<file path="src/rtl/mem_access_stage_pkg.sv">
// Shared size codes, FSM state encoding and alignment rule for the MEM-stage access unit.
// Pure declarations; no logic, no latency, no flow control.
package mem_access_stage_pkg;

   localparam logic [1:0] SIZE_B = 2'b00;
   localparam logic [1:0] SIZE_H = 2'b01;
   localparam logic [1:0] SIZE_W = 2'b10;

   typedef enum logic [1:0] {
      ST_IDLE = 2'd0,
      ST_WAIT = 2'd1,
      ST_HELD = 2'd2
   } mem_state_t;

   // The reserved size code is reported as misaligned so it never reaches the bus.
   function automatic logic is_misaligned(input logic [1:0] size, input logic [1:0] a);
      logic m;
      case (size)
         SIZE_B:  m = 1'b0;
         SIZE_H:  m = a[0];
         SIZE_W:  m = (a != 2'b00);
         default: m = 1'b1;
      endcase
      return m;
   endfunction

endpackage

</file>
<file path="src/rtl/mem_access_stage_load_align.sv">
// Load lane select plus sign/zero extension, combinational (0 cycles).
// No flow control; used for both the live read path and the hold-register input.
module mem_load_align
   import mem_access_stage_pkg::*;
(
   input  logic [31:0] rdata,
   input  logic [1:0]  addr_lo,
   input  logic [1:0]  size,
   input  logic        is_signed,
   output logic [31:0] data
);

   logic [31:0] shifted;

   assign shifted = rdata >> {addr_lo, 3'b000};

   always_comb begin
      data = '0;
      case (size)
         SIZE_B:  data = {{24{is_signed & shifted[7]}}, shifted[7:0]};
         SIZE_H:  data = {{16{is_signed & shifted[15]}}, shifted[15:0]};
         SIZE_W:  data = rdata;
         default: data = '0;
      endcase
   end

endmodule

</file>
<file path="src/rtl/mem_access_stage.sv">
// MEM-stage data-memory access: req/ack bus, load alignment, stall, misalign and timeout.
// Zero-wait on same-cycle ack; stalls the pipe until ack, holds read data while pipe_hold is high.
module mem_access_stage
   import mem_access_stage_pkg::*;
#(
   parameter int TIMEOUT = 255,
   parameter int CNT_W   = 8
) (
   input  logic        clk,
   input  logic        reset,
   input  logic        Ex_MemRead,
   input  logic        Ex_MemWrite,
   input  logic [1:0]  Ex_MemSize,
   input  logic        Ex_MemSigned,
   input  logic [31:0] Ex_ALUout,
   input  logic [31:0] Ex_WriteData,
   input  logic        pipe_hold,
   output logic        dm_req,
   output logic        dm_we,
   output logic [31:0] dm_addr,
   output logic [3:0]  dm_be,
   output logic [31:0] dm_wdata,
   input  logic        dm_ack,
   input  logic [31:0] dm_rdata,
   output logic [31:0] Mem_ReadData,
   output logic        Mem_stall,
   output logic        Mem_misalign,
   output logic        Mem_buserr
);

   localparam logic [CNT_W-1:0] TO_V = CNT_W'(TIMEOUT);

   mem_state_t       state;
   logic [CNT_W-1:0] cnt;
   logic [31:0]      hold_q;

   logic        rd_wr, mis, acc, timeout;
   logic [31:0] ld_data, live_rd;
   logic [3:0]  be;
   logic [31:0] wdata;
   logic        req_c, stall_c, buserr_c;
   logic [31:0] rdata_c;

   assign rd_wr   = Ex_MemRead | Ex_MemWrite;
   assign mis     = is_misaligned(Ex_MemSize, Ex_ALUout[1:0]);
   assign acc     = rd_wr & ~mis;
   assign timeout = (TIMEOUT != 0) && (state == ST_WAIT) && !dm_ack && (cnt == TO_V);

   mem_load_align u_align (
      .rdata     (dm_rdata),
      .addr_lo   (Ex_ALUout[1:0]),
      .size      (Ex_MemSize),
      .is_signed (Ex_MemSigned),
      .data      (ld_data)
   );

   assign live_rd = (Ex_MemRead & ~mis) ? ld_data : 32'd0;

   always_comb begin
      be    = 4'b0000;
      wdata = Ex_WriteData;
      case (Ex_MemSize)
         SIZE_B: begin
            be    = 4'b0001 << Ex_ALUout[1:0];
            wdata = {4{Ex_WriteData[7:0]}};
         end
         SIZE_H: begin
            be    = 4'b0011 << Ex_ALUout[1:0];
            wdata = {2{Ex_WriteData[15:0]}};
         end
         SIZE_W:  be = 4'b1111;
         default: be = 4'b0000;
      endcase
   end

   always_comb begin
      req_c    = 1'b0;
      stall_c  = pipe_hold;
      buserr_c = 1'b0;
      rdata_c  = 32'd0;
      case (state)
         ST_IDLE: begin
            req_c = acc;
            if (acc) begin
               if (dm_ack) rdata_c = live_rd;
               else        stall_c = 1'b1;
            end
         end
         ST_WAIT: begin
            if (timeout) begin
               buserr_c = 1'b1;
            end else begin
               req_c = 1'b1;
               if (dm_ack) rdata_c = live_rd;
               else        stall_c = 1'b1;
            end
         end
         ST_HELD: rdata_c = hold_q;
         default: rdata_c = 32'd0;
      endcase
   end

   // Gating with reset makes an abandoned request drop the moment reset asserts.
   assign dm_req       = reset & req_c;
   assign dm_we        = dm_req & Ex_MemWrite;
   assign dm_addr      = dm_req ? {Ex_ALUout[31:2], 2'b00} : 32'd0;
   assign dm_be        = dm_req ? be : 4'b0000;
   assign dm_wdata     = dm_req ? wdata : 32'd0;
   assign Mem_ReadData = reset ? rdata_c : 32'd0;
   assign Mem_stall    = reset & stall_c;
   assign Mem_misalign = reset & rd_wr & mis;
   assign Mem_buserr   = reset & buserr_c;

   always_ff @(posedge clk or negedge reset) begin
      if (!reset) begin
         state  <= ST_IDLE;
         cnt    <= '0;
         hold_q <= 32'd0;
      end else begin
         case (state)
            ST_IDLE: begin
               if (acc) begin
                  if (!dm_ack) begin
                     state <= ST_WAIT;
                     cnt   <= CNT_W'(1);
                  end else if (pipe_hold) begin
                     hold_q <= live_rd;
                     state  <= ST_HELD;
                  end
               end
            end
            ST_WAIT: begin
               if (dm_ack) begin
                  if (pipe_hold) begin
                     hold_q <= live_rd;
                     state  <= ST_HELD;
                  end else begin
                     state <= ST_IDLE;
                  end
               end else if (timeout) begin
                  state <= ST_IDLE;
               end else begin
                  cnt <= cnt + 1'b1;
               end
            end
            ST_HELD: begin
               if (!pipe_hold) state <= ST_IDLE;
            end
            default: state <= ST_IDLE;
         endcase
      end
   end

endmodule
</file>
<file path="config.mk">
export PLATFORM = sky130hd
export DESIGN_NAME = mem_access_stage
export DESIGN_NICKNAME = d
export VERILOG_FILES = /design/src/rtl/mem_access_stage_pkg.sv /design/src/rtl/mem_access_stage_load_align.sv /design/src/rtl/mem_access_stage.sv
export SDC_FILE = /design/constraint.sdc
export NUM_CORES = 1
export LEC_CHECK = 0
export BUFFER_PORTS_ARGS = -buffer_cell sky130_fd_sc_hd__buf_2
export CAP_MARGIN = 15
export CORE_MARGIN = 2
export CORE_UTILIZATION = 45
export CTS_BUF_LIST = sky130_fd_sc_hd__clkbuf_4 sky130_fd_sc_hd__clkbuf_8 sky130_fd_sc_hd__clkbuf_16
export DETAILED_ROUTE_END_ITERATION = 6
export GPL_TIMING_DRIVEN = 0
export PLACE_DENSITY = 0.9
export REMOVE_ABC_BUFFERS = 1
export SYNTH_ARGS = -nofsm -noshare
export SYNTH_HDL_FRONTEND = slang
export SYNTH_SLANG_ARGS = --single-unit
</file>
<file path="constraint.sdc">
create_clock -name clk -period 2.3 [get_ports clk]
set_input_delay 0.345 -clock clk [delete_from_list [all_inputs] [get_ports clk]]
set_output_delay 0.345 -clock clk [all_outputs]
set_load 0.01 [all_outputs]
</file>
# [After elaboration in Yosys (flattened, before gate mapping)]
# Cells that the tools add are included.
[word_totals] regBits=42 latchBits=0 mem_bits_rw=0 rom_bits=0 output_inout_bits=105 wordCells=79 mem_count=0
[classes] add_sub_neg=1 n_mul=0 n_div=0 order_cmp=0 eq_ne=12 n_shift=3 mux=38 bitwise_logic=12 reduce_logical=10
[ops] op="$mux 32" count=10
[ops] op="$pmux 32 s3" count=2
[ops] op="$pmux 32 s2" count=2
[ops] op="$mux 8" count=4
[ops] op="$shr 32x5->16" count=1
[ops] op="$pmux 8 s2" count=1
[ops] op="$mux 2" count=7
[ops] op="$pmux 4 s3" count=1
[ops] op="$and 1x1->1" count=10
[ops] op="$ne 2x2->1 const B" count=5
[ops] op="$add 8x1->8 const B" count=1
[ops] op="$eq 8x8->1 const B" count=1
[ops] op="$mux 1" count=6
[ops] op="$ne 3x3->1 const B" count=2
[ops] op="$pmux 2 s3" count=1
[ops] op="$reduce_and 5->1" count=1
[ops] op="$eq 2x1->1 const B" count=2
[ops] op="$eq 2x2->1 const B" count=2
[ops] op="$logic_not 2->1" count=2
[ops] op="$mux 4" count=1
[ops] op="$pmux 1 s2" count=2
[ops] op="$reduce_and 4->1" count=1
[ops] op="$reduce_bool 2->1" count=2
[ops] op="$shl 1x2->4 const A" count=1
[ops] op="7 further kinds" count=8

# [Logic depth before layout (Yosys ltp)]
[depth] word_depth=9 depth_mapped=8

# [Modules after synthesis]
# From an unflattened synthesis, not the netlist that was laid out.
[hier_totals] hier_cells=514 hier_area_um2=3931.3
[modules_own_cells] mod="mem_access_stage" n_inst=1 cells_per_inst=392 area_per_inst_um2=3099.2
[modules_own_cells] mod="mem_load_align" n_inst=1 cells_per_inst=122 area_per_inst_um2=832.0

# [Worst setup path after synthesis]
# No wires, ideal clock.
[synth_timing] path_type="flip-flop to output port" startpoint="register cnt[0]" endpoint="output port dm_be[0]" arrival_ns=1.749 slack_ns=0.206 stages_incl_launch_ff=9 cell_sequence="dfrtp_1 ha_1 nand3_1 nor3_2 inv_2 o211ai_4 inv_2 buf_2 and2_1"
[synth_via] elab_chain_cells=6
[synth_rtl] item="from (decl)" line_no="mem_access_stage.sv:34" rtl="logic [CNT_W-1:0] cnt;"
[synth_rtl] item="from (signal assigned)" line_no="mem_access_stage.sv:143" rtl="cnt <= cnt + 1'b1;"
[synth_rtl] item="$eq 8x8->1" line_no="mem_access_stage.sv:47" rtl="assign timeout = (TIMEOUT != 0) && (state == ST_WAIT) && !dm_ack && (cnt == TO_V);"
[synth_rtl] item="$logic_and 1x1->1" line_no="mem_access_stage.sv:47"
[synth_rtl] item="$mux 1" line_no="mem_access_stage.sv:90" rtl="if (timeout) begin"
[synth_rtl] item="$pmux 1 s2" line_no="mem_access_stage.sv:81" rtl="case (state)"
[synth_rtl] item="$and 1x1->1" line_no="mem_access_stage.sv:104" rtl="assign dm_req = reset & req_c;"
[synth_rtl] item="named net dm_req" line_no="mem_access_stage.sv:18" rtl="output logic dm_req,"
[synth_rtl] item="$mux 4" line_no="mem_access_stage.sv:107" rtl="assign dm_be = dm_req ? be : 4'b0000;"
[synth_rtl] item="to (decl)" line_no="mem_access_stage.sv:21" rtl="output logic [3:0] dm_be,"
# The timed path passes the listed nets, and every way through them passes these cells.

# [Final worst setup path]
[layout_timing] startpoint="register cnt[1]" endpoint="output port dm_addr[27]"
[layout_via] elab_chain_cells=6
[layout_rtl] item="$eq 8x8->1" line_no="mem_access_stage.sv:47"
[layout_rtl] item="$logic_and 1x1->1" line_no="mem_access_stage.sv:47"
[layout_rtl] item="$mux 1" line_no="mem_access_stage.sv:90"
[layout_rtl] item="$pmux 1 s2" line_no="mem_access_stage.sv:81"
[layout_rtl] item="$and 1x1->1" line_no="mem_access_stage.sv:104"
[layout_rtl] item="$mux 32" line_no="mem_access_stage.sv:106" rtl="assign dm_addr = dm_req ? {Ex_ALUout[31:2], 2'b00} : 32'd0;"
[layout_rtl] item="to (decl)" line_no="mem_access_stage.sv:20" rtl="output logic [31:0] dm_addr,"
# Every way passes these cells.

==> metrics <==
hold slack 66.80 ps; Root Buffer clkbuf_8; WL/cell 21.95 um; Pwr per Cell Area 442.6 nW/um^2; failing checks setup timing; critical path startpoint category flip-flop; Place WS -1055 ps; run status finished, violations left; Final WS setup -119.9 ps; count of final setup violators 69; post-synthesis compound-gate area fraction 24.19%; Crit Reg-Reg Endpoint hold_q[10]; slowest CP cell dfrtp_1; gr usage total 35.94%; register area share after synthesis 28.30%; die height 94.84 um; layout cells sized above 1 50.74%; Clock Path Buffers 2; FF-to-FF setup slack 260 ps; maximum VDD drop 0.2790 mV; total routed wirelength 17230 um; cell with the most instances after synthesis nand2_1; simple-gate share of the synthesized area 28.34%; setup TNS -5487 ps; Post-Syn Area 3714 um^2; DR DRC count 0; Post-DP HPWL 10650 um; TritonCTS Buffers 5; EDFF count, synth 0; worst r2r src state[0]; Post-synth ARST share 100.0%; drt first-iter violations 328; synth warn 0; Arrival @ worst endpoint 2070 ps; largest family of logic cells by synthesized area simple AND/OR/NAND/NOR gates; critical path endpoint dm_addr[27]; I/O pin cnt 210; Via density 6.372; Critical Path RT 1960 ps; H-Tree Depth 2; initial antenna violation count 1; Finished Core Util 72.56%; fin crit share 105.2%; Max Cap Violations 0; Critical path origin cnt[1]; Diodes inserted 0; Leak 3.010 nW; Final Power 0.002599 W; post-synthesis mux area share 11.46%; Site Rows 33; Multi-input gate area 2811 um^2; synth top area cells dfrtp_1 (28%), a22o_1 (12%), nand2_1 (8.2%), mux2i_1 (7.8%), and2_1 (6.7%); Slew @ Worst Pin 600.6 ps; post-synth top area cell dfrtp_1; GR Overflow Total 0; nets 785; worst reg-to-reg path cell count 6; clock sinks 42; syn avg cell area 7.918 um^2; Highest Clock Rate 0.4132 GHz; worst-path cell chain ha_4, nand3_4, nor3_4, inv_2, o211ai_4, buf_12, inv_8, and2_4, buf_2; largest net degree at the start of global routing 40; core area 8093 um^2; WS Path Type reg -> out; CP peak stage delay 430 ps; Initial Util 45.89%; Yosys cell types 54; Main synth FF type dfrtp_1; Slew Limit Fails 0; FF+latch area 1052 um^2; clock period minus worst slack 2420 ps; max_slew headroom 59.65%; nature of the critical path endpoint output port; Final Skew 12.94 ps; top-area cell type share of the netlist area 28.30%; router iterations before antenna repair 7; XOR/XNOR share of the synthesized area 1.179%; synth cell count leaders nand2_1 (81), a22o_1 (50), nor2_1 (50); Adder-Cell Fraction of Synth Area 0.3369%; fill cell count 581; Antenna Nets Post-Route 0; Worst-path clk slew 90 ps; vias after detailed routing 5002; worst skew pair latency 300 ps; RSZ-0062 raised after global routing true; flops & latches, synth 42; RD Place Congestion 0.9547; port bufs 207; critical path peak fanout 5; Hold Crit Class in -> async; Final Hold Fails 0; vias in the first global route 4547; Die Span X 94.84 um; TritonCTS clock tree done; Layout area overhead 58.12%; synthesized netlist cell count 469; first-pass GRT wire length 24660 um; die area 8995 um^2
==> final cells by class <==
class,count,area share (%)
Clock buffer,6,1.300
Clock inverter,2,0.2344
Inverter,7,0.6179
Multi-Input combinational cell,387,47.88
Sequential cell,42,17.92
Tap cell,105,2.237
Timing Repair Buffer,229,28.38
Timing Repair inverter,7,1.428
==> timing repair <==
item	CTS	global route
hold buffers	2	0
cloned	10	1
endpoints found under the setup margin	131	101
gates resized for setup	124	62
pin swaps	40	17
endpoints found under the hold margin	9	0
setup buffers	13	4
==> stage by stage <==
stage | std cells | area (um^2)
after floorplan | 433 | 3517
after global placement | 745 | 4684
after detailed placement | 747 | 4732
after CTS | 780 | 5557
after global routing | 785 | 5872
final | 785 | 5872
==> cell usage in the layout (no fill, tap or decap), drive strengths merged, types with 4 or more instances in the layout <==
master  Yosys  layout
a21oi      25      25
a22o       50      50
a31oi       7       7
a32oi       4       4
and2       41      42
buf        26     227
clkbuf     11       7
dfrtp      42      42
inv         7      14
mux2       12      12
mux2i      29      29
nand2      81      81
nand4       4       4
nor2       52      53
nor2b       5       5
nor3        5       5
o211ai      7       8
o21ai      16      16
or2         4       4
xnor2       5       5
==> worst min path at each step <==
stage                    from    endpoint  slack (ps)  cells after the start
finish                  reset      cnt[4]          70                      2
global route            reset  hold_q[18]          80                      2
CTS                     reset      cnt[0]          70                      2
detailed placement  hold_q[7]   hold_q[7]         490                      1
global placement    hold_q[0]   hold_q[0]         470                      2
floorplan               reset      cnt[0]          50                      0
==> per-layer routing <==
layer | global-route usage (%) | vias to the layer above | part of all wire (%) | wire, um
li1 | - | 2091 | - | -
met1 | 40.86 | 2343 | 34 | 5803
met2 | 65.01 | 462 | 49 | 8403
met3 | 6.544 | 106 | 11 | 1868
met4 | 16.30 | 0 | 6.7 | 1156
met5 | 0 | - | 0 | 0
==> worst max-delay path, delay by kind of cell, from the launching register on <==
| family | cells | cell delay, ps |
|---|---|---|
| AOI/OAI and AO/OA | 1 | 260 |
| buffers and inverters | 4 | 490 |
| adders and majority gates | 1 | 180 |
| and+or+nand+nor | 3 | 400 |
| DFF | 1 | 430 |
==> cells by family after synthesis <==
family / Yosys count
other: 1
adders and majority gates: 1
DFF: 42
and+or+nand+nor: 215
muxes: 41
AOI/OAI and AO/OA: 120
buffers and inverters: 44
xor gates and xnor gates: 5
==> state kept, by name, summed over array words and instances (netlist names) <==
signal and count:
hold_q 32, cnt 8, state 2
==> power breakdown <==
group	internal, W	switching [W]	leakage, nW	total [W]
registers	0.000819	0.0000816	0.571	0.000900
logic	0.000560	0.000631	2.39	0.00119
clock network	0.000227	0.000281	0.0486	0.000507
total	0.00161	0.000993	3.01	0.00260
(Power assumes the default switching activity.)
